$ cat config.mk
export PLATFORM = sky130hd
export DESIGN_NAME = data_dist_4
export DESIGN_NICKNAME = d
export VERILOG_FILES = /design/src/rtl/data_dist_4.sv
export SDC_FILE = /design/constraint.sdc
export NUM_CORES = 1
export LEC_CHECK = 0
export ABC_AREA = 0
export CAP_MARGIN = 40
export CORE_UTILIZATION = 45
export CTS_CLUSTER_SIZE = 20
export DETAILED_ROUTE_END_ITERATION = 16
export PLACE_DENSITY = 0.83
export SLEW_MARGIN = 20
export SYNTH_ARGS = -nofsm -noshare
export SYNTH_HDL_FRONTEND = slang
export SYNTH_SLANG_ARGS = --single-unit
$ cat constraint.sdc
create_clock -name clk -period 3.6 [get_ports clk]
set_clock_uncertainty 0.2 [all_clocks]
set_input_delay 0.72 -clock clk [delete_from_list [all_inputs] [get_ports clk]]
set_output_delay 0.72 -clock clk [all_outputs]
set_load 0.02 [all_outputs]
$ cat src/rtl/data_dist_4.sv
`default_nettype none
// +----------------------------------------------------------------------------+
// | data_dist_4 : 1-to-4 valid/ready distributor with one-entry output slots   |
// | Rev 1.0                                                                    |
// +----------------------------------------------------------------------------+
module data_dist_4 #(
  parameter int DW    = 8,
  parameter int RR_EN = 0
) (
  input  logic            clk,
  input  logic            rst_n,
  input  logic            in_valid,
  output logic            in_ready,
  input  logic [DW-1:0]   in_data,
  input  logic [1:0]      in_sel,
  output logic [3:0]      out_valid,
  input  logic [3:0]      out_ready,
  output logic [4*DW-1:0] out_data,
  output logic [1:0]      rr_ptr,
  output logic            busy
);

  logic [3:0]    r_vld;
  logic [DW-1:0] r_dat [4];
  logic [1:0]    r_ptr;

  logic [1:0] w_tgt;
  logic       w_accept;
  logic [3:0] w_load;
  logic [3:0] w_pop;

  assign w_tgt    = (RR_EN != 0) ? r_ptr : in_sel;
  // Ready depends only on the target slot, never on in_valid/in_data.
  assign in_ready = ~r_vld[w_tgt] | out_ready[w_tgt];
  assign w_accept = in_valid & in_ready;
  assign w_load   = w_accept ? (4'b0001 << w_tgt) : 4'b0000;
  assign w_pop    = r_vld & out_ready;

  always_ff @(posedge clk or negedge rst_n) begin
    if (!rst_n) begin
      r_vld <= '0;
      r_ptr <= '0;
      for (int i = 0; i < 4; i++) begin
        r_dat[i] <= '0;
      end
    end else begin
      // A load on the same edge as a pop keeps the slot full.
      r_vld <= w_load | (r_vld & ~w_pop);
      for (int i = 0; i < 4; i++) begin
        if (w_load[i]) begin
          r_dat[i] <= in_data;
        end
      end
      if ((RR_EN != 0) && w_accept) begin
        r_ptr <= r_ptr + 2'd1;
      end
    end
  end

  generate
    for (genvar gi = 0; gi < 4; gi++) begin : g_ch
      assign out_data[gi*DW +: DW] = r_dat[gi];
    end
  endgenerate

  assign out_valid = r_vld;
  assign rr_ptr    = r_ptr;
  assign busy      = |r_vld;

endmodule
`default_nettype wire

# After elaboration in Yosys (flattened, before gate mapping)
# Cells that the tools add are included.
word_totals:
  regBits: 36
  inputBits: 17
  out_inout_bits: 40
  wordCells: 20
op_classes:
  n_lt_le_gt_ge: 1
  n_shift: 1
  muxes: 5
  bitwise_logic: 7
  n_reduce_logical: 1
ops:
  columns: ["cell", "n"]
  rows:
  - ["$and 4x4->4", 2]
  - ["$bmux 1 s2", 2]
  - ["$mux 4", 1]
  - ["$not 4->4", 1]
  - ["$or 4x4->4", 1]
  - ["$reduce_or 4->1", 1]
  - ["$shl 1x2->4 const A", 1]
  - ["$lt 2x3->1 const B", 1]
  - ["$mux 1", 2]
  - ["$and 1x1->1", 1]
  - ["$not 1->1", 1]
  - ["$or 1x1->1", 1]

# Logic depth before layout (Yosys ltp)
# Gate-level depths: netlist (run 1).
logic_depth:
  depth_word: 7
  mapped_depth: 5
  depth_no_buf: 3

# Worst setup path before layout (run 1)
# No wires, ideal clock.
synth_path:
  kind: "input -> output"
  start: "input port in_sel[0]"
  end: "output port in_ready"
  t_arrival_ns: 1.456
  t_required_ns: 2.680
  setup_slack_ns: 1.224
  cell_stages: 2
  path_buffers: 1
  path_cell_list: "buf_2 > mux4_2"
synth_via:
  elab_chain_cells: 4
  word_cells_on_any_way: 6
  classes_between: "mux (4); bitwise (2)"
synth_lines:
  columns: ["element", "line", "rtl"]
  rows:
  - ["start: declaration", "15", "input logic [1:0] in_sel,"]
  - ["$bmux 1 s2", "34", "assign in_ready = ~r_vld[w_tgt] | out_ready[w_tgt];"]
  - ["$mux 1 (implied by the code)", "34", null]
  - ["$not 1->1", "34", null]
  - ["$or 1x1->1 *", "34", null]
  - ["end: declaration", "13", "output logic in_ready,"]
# Every way passes the cells marked *; elsewhere a longest branch is shown, timed or not. The select of a mux whose other input is x is not followed.

# Worst setup path in the final report (run 1)
layout_path:
  start: "input port out_ready[2]"
  end: "output port in_ready"
layout_via:
  elab_chain_cells: 3
layout_lines:
  columns: ["element", "line", "rtl"]
  rows:
  - ["start: declaration", "17", "input logic [3:0] out_ready,"]
  - ["$bmux 1 s2", "34", null]
  - ["$mux 1 (implied by the code)", "34", null]
  - ["$or 1x1->1", "34", null]
# No other way between the ends. The select of a mux whose other input is x is not followed.

==> impl_metrics.json, run 1 <==
{
  "criticalPathCategory": "input pin to output pin",
  "path_max_fanout": 3,
  "final_hold_viol_count": 0,
  "layoutNonFillerInstCount": 197,
  "fp-row-count": 20,
  "synth_largest_area_cell": "dfrtp_1",
  "drc_errors": 0,
  "drv_slew": 0,
  "top_layer_used": "met4",
  "grt_setup_unrepaired": "false",
  "fmax_mhz": 309,
  "dp_cells": 189,
  "drive_above_1_share": 0.301,
  "detail_route.wl_per_cell_um": 15.2,
  "cp.required_ps": 2680,
  "num_antenna_cells": 0,
  "ios": 57,
  "wl_met2_um": 1470,
  "cts_buffers": 5,
  "yosysSeqAreaShare": 0.631,
  "cp-end-kind": "output pin",
  "fp.dieW_um": 58.3,
  "cpMaxStageDelayCell": "clkdlybuf4s50_1",
  "slowest_delay_ps": 550,
  "cp_num_buf_inv": 2,
  "synth_cell_type_count": 15,
  "final-setup-viol-count": 0,
  "synth_top_area_share": 0.631,
  "layout_common_cells": "clkdlybuf4s50_1 (54), dfrtp_1 (36), mux2_2 (32)",
  "cts-resized-gates": 0,
  "core_area_mm2": 0.00303,
  "path_clk_slew_ps": 110,
  "start_util": 0.471,
  "finalSetupTns_ps": 0,
  "path_cells": "clkdlybuf4s50_1, nand2b_1, mux4_2, clkdlybuf4s50_1",
  "hpwlAfterDp_um": 2160,
  "p_per_area_mw_per_mm2": 579,
  "grt_use_total": 0.198,
  "ir_drop_mv": 0.376,
  "hold_class": "register to register",
  "clkLatencyLatePin_ps": 340,
  "drt-met1-wl_um": 1220,
  "final.period_utilization": 0.898,
  "vias": 956,
  "cts_tree": "built",
  "post_cts_buffers": 0,
  "netlist_instances": 92,
  "grt_max_degree": 37,
  "syn2layout_area_growth_pct": 47.3,
  "gp_congestion": 0.781,
  "grt_pass1_vias": 958,
  "grt-ovfl-total": 0,
  "final_common_cell": "clkdlybuf4s50_1",
  "nets": 169,
  "clockRootBuffer": "clkbuf_4",
  "final_antenna_net_count": 0,
  "p_leak_nw": 0.885,
  "drt-initial-drc-count": 21,
  "crit_path_start_kind": "input pin",
  "syn-cell-area_mm2": 0.00143,
  "antenna_found_initial": 0,
  "relSlewSlack": 0.645,
  "die_area_mm2": 0.00340,
  "avgSynthCellArea_um2": 15.5,
  "cts.sinks": 36,
  "wl_um": 2990,
  "critPathArrivalTime_ps": 2310,
  "cts_buffer_depth": 2,
  "wl_met3_um": 197,
  "synthTopCellsByArea": "dfrtp_1 (63%), mux2_2 (25%), nand2b_1 (1.8%), mux4_2 (1.6%), nand2_1 (1.3%)",
  "synth-seq-cells": 36,
  "worst_slew_pin_slew_ps": 531,
  "die_h_um": 58.3,
  "place.port_buffers": 54,
  "num-fill-cells": 220,
  "postCtsHoldBufs": 0,
  "final.min_clock_period_ps": 3230,
  "drtPass1Iterations": 4,
  "h-tree-depth": 2,
  "via_per_inst": 4.85,
  "outcome": "finished clean",
  "grt_pass1_wl_um": 4690,
  "drv_cap": 0,
  "crit_top_cell": "clkdlybuf4s50_1",
  "cp_top_family": "buffers and inverters",
  "ys.warnings.count": 2
}
worst register-to-register path, cell delays in order (launching register included):
cell and delay [ps]:
dfrtp_1 400, nand2b_1 130, nor3b_4 500, mux2_2 410
metrics by stage:
step	util	cell area (um^2)	hold slack (ps)	setup WS, ps	power, mW
2_1_floorplan	-	1430	224	1220	0.722
4_1_cts	0.695	2100	321	360	1.23
5_1_grt	0.695	2100	337	318	1.27
3_5_place_dp	0.667	2020	294	370	0.940
3_3_place_gp	0.667	2020	288	387	0.928
6_report	0.695	2100	316	367	1.22
cell usage after synthesis:
| cell | count |
|---|---|
| dfrtp_1 | 36 |
| mux2_2 | 32 |
| nand2_1 | 5 |
| nand2b_1 | 4 |
| buf_2 | 3 |
| buf_4 | 2 |
| nor2b_1 | 2 |
| and3_1 | 1 |
| conb_1 | 1 |
| mux4_2 | 1 |
| nand3_1 | 1 |
| nand3b_2 | 1 |
| nor3b_4 | 1 |
| o21ai_0 | 1 |
| or4_1 | 1 |
kinds of logic after synthesis:
kind of cell / Yosys count / synth area share
muxes: 33 / 0.268
DFF: 36 / 0.631
other: 1 / 0.00263
buffers and inverters: 5 / 0.0210
AOI/OAI and AO/OA: 1 / 0.00350
and+or+nand+nor: 16 / 0.0736
state kept, by name, summed over array words and instances (netlist names):
register,count
out_data,32
out_valid,4
final cells by class:
cell class                 count  area, um^2  share of cell area
clock inverter                 3        46.3              0.0220
sequential                    36         901               0.428
timing repair buffer          57         563               0.268
multi-input combinational     52         500               0.238
tap                           44        55.1              0.0262
clock buffer                   5        37.5              0.0178
per-layer routing:
| layer | vias to the layer above | track usage |
|---|---|---|
| li1 | 434 | - |
| met1 | 471 | 0.238 |
| met2 | 41 | 0.310 |
| met3 | 10 | 0.0637 |
| met4 | 0 | 0.122 |
| met5 | - | 0 |
worst paths after layout:
path	end	slack [ps]	from	depth (start not counted)
max in group asynchronous	out_data[20]	2310	rst_n	2
min	out_data[0]	320	out_data[0]	1
min in group asynchronous	out_data[25]	580	rst_n	2
max reg2reg	out_data[23]	1850	out_valid[2]	3
max	in_ready	370	out_ready[2]	4
min reg2reg	out_data[0]	320	out_data[0]	1
power breakdown:
part	switching, mW	internal [mW]
Combinational	0.185	0.218
Sequential	0.0415	0.483
Clock	0.141	0.148
Note: power is estimated with default switching activity, not from simulation.
==> run 2, diff against run 1 <==
--- a/config.mk
+++ b/config.mk
@@ -7,6 +7,7 @@
 export LEC_CHECK = 0
 export ABC_AREA = 0
 export CAP_MARGIN = 40
+export CORE_MARGIN = 3
 export CORE_UTILIZATION = 45
 export CTS_CLUSTER_SIZE = 20
 export DETAILED_ROUTE_END_ITERATION = 16
==> run 2 against run 1 <==
Combinational power about the same. Critical path type unchanged. Non-clock buffer count unchanged. Clock power shrank 6%. Critical path depth unchanged. Via count is 1.6% lower. Routed wire length grew 3.9%. Total power decreased by 1.3%. Fmax barely moved. Utilization increased by 3.3 points. Sequential power about the same.
==> impl_metrics.json, run 2 (synthesized netlist as in run 1, its figures left out) <==
{
  "outcome": "finished clean",
  "syn2layout_area_growth_pct": 46.6,
  "hold_class": "register to register",
  "grt_setup_unrepaired": "false",
  "relSlewSlack": 0.665,
  "hpwlAfterDp_um": 2310,
  "final-setup-viol-count": 0,
  "cts_tree": "built",
  "fp-row-count": 19,
  "drive_above_1_share": 0.294,
  "cts-resized-gates": 0,
  "largest_reg_flops": 32,
  "ir_drop_mv": 0.402,
  "drv_cap": 0,
  "detail_route.wl_per_cell_um": 15.9,
  "grt-ovfl-total": 0,
  "fin_hold_ws_ps": 317,
  "final_antenna_net_count": 0,
  "criticalPathCategory": "input pin to output pin",
  "layout_common_cells": "clkdlybuf4s50_1 (54), dfrtp_1 (36), mux2_2 (32)",
  "path_clk_slew_ps": 100,
  "critPathArrivalTime_ps": 2310,
  "crit_path_start_kind": "input pin",
  "die_area_mm2": 0.00388,
  "final_hold_viol_count": 0,
  "via_per_inst": 4.83,
  "final.min_clock_period_ps": 3230,
  "cts_buffers": 5,
  "postCtsHoldBufs": 0,
  "nets": 169,
  "wl_um": 3110,
  "ios": 57,
  "cp-end-kind": "output pin",
  "grt_max_degree": 37,
  "drtPass1Iterations": 4,
  "grt_pass1_wl_um": 5180,
  "grt_pass1_vias": 1040,
  "h-tree-depth": 2,
  "postLayoutCoreUtil": 0.728,
  "place.port_buffers": 54,
  "antenna_found_initial": 0,
  "core_area_mm2": 0.00288,
  "fp.dieW_um": 62.3,
  "drc_errors": 0,
  "worst_slew_pin_slew_ps": 502,
  "final.period_utilization": 0.898,
  "p_leak_nw": 0.886,
  "cts.sinks": 36,
  "die_h_um": 62.3,
  "clockRootBuffer": "clkbuf_4",
  "drv_slew": 0,
  "gp_congestion": 0.845,
  "p_per_area_mw_per_mm2": 574,
  "start_util": 0.496,
  "cts_buffer_depth": 2,
  "final_common_cell": "clkdlybuf4s50_1",
  "num_antenna_cells": 0,
  "cp.required_ps": 2680,
  "finalSetupTns_ps": 0,
  "drt-initial-drc-count": 26,
  "grt_use_total": 0.174,
  "fmax_mhz": 309,
  "vias": 941,
  "post_cts_buffers": 0,
  "path_max_fanout": 3,
  "clkLatencyLatePin_ps": 330
}
[run 2: cell types whose count changed in the layout (fill, tap and decap cells not counted), sizes merged]
cell      change
clkinvlp      -1
clkbuf        +1
clkinv        +1
inv           -1
[run 2: worst max-delay path: stages]
cell and delay [ps]:
clkdlybuf4s50_1 390, nand2b_1 190, mux4_2 460, clkdlybuf4s50_1 550
[run 2: power breakdown]
group	switching, mW	leakage (nW)	internal [mW]
combinational	0.187	0.412	0.218
clock	0.127	0.0422	0.146
sequential	0.0411	0.431	0.483
[run 2: metal layers]
layer	wire length (um)	share of wire	track usage	vias to the layer above
met2	1530	0.49	0.290	42
li1	-	-	-	435
met4	8	0.0026	0.0496	0
met5	0	0	0	-
met3	308	0.099	0.0847	2
met1	1260	0.40	0.199	462
[run 2: final timing paths]
kind | start | end | slack, ps | cells after the start
worst max-delay path | out_ready[0] | in_ready | 370 | 4
worst min-delay path | out_data[16] | out_data[16] | 320 | 1
worst max register to register | out_valid[2] | out_data[22] | 1910 | 3
worst min register to register | out_data[16] | out_data[16] | 320 | 1
max in group asynchronous | rst_n | out_data[22] | 2290 | 2
min in group asynchronous | rst_n | out_data[14] | 600 | 2
[run 2: area by class of cell]
class,count,area (um^2)
flip-flops and latches,36,901
fillers,220,783
repair buffers,57,563
multi-input cells,52,500
well taps,42,52.6
clock buffers,6,41.3
clock inverters,2,35.0
[run 2: through the flow]
step | setup WS, ps | cell area, um^2 | cells | total power [mW]
after floorplan | 1220 | 1430 | 93 | 0.722
after global placement | 395 | 2020 | 187 | 0.931
after detailed placement | 365 | 2020 | 187 | 0.942
after CTS | 358 | 2090 | 195 | 1.22
after global routing | 332 | 2090 | 195 | 1.26
final | 366 | 2090 | 195 | 1.20
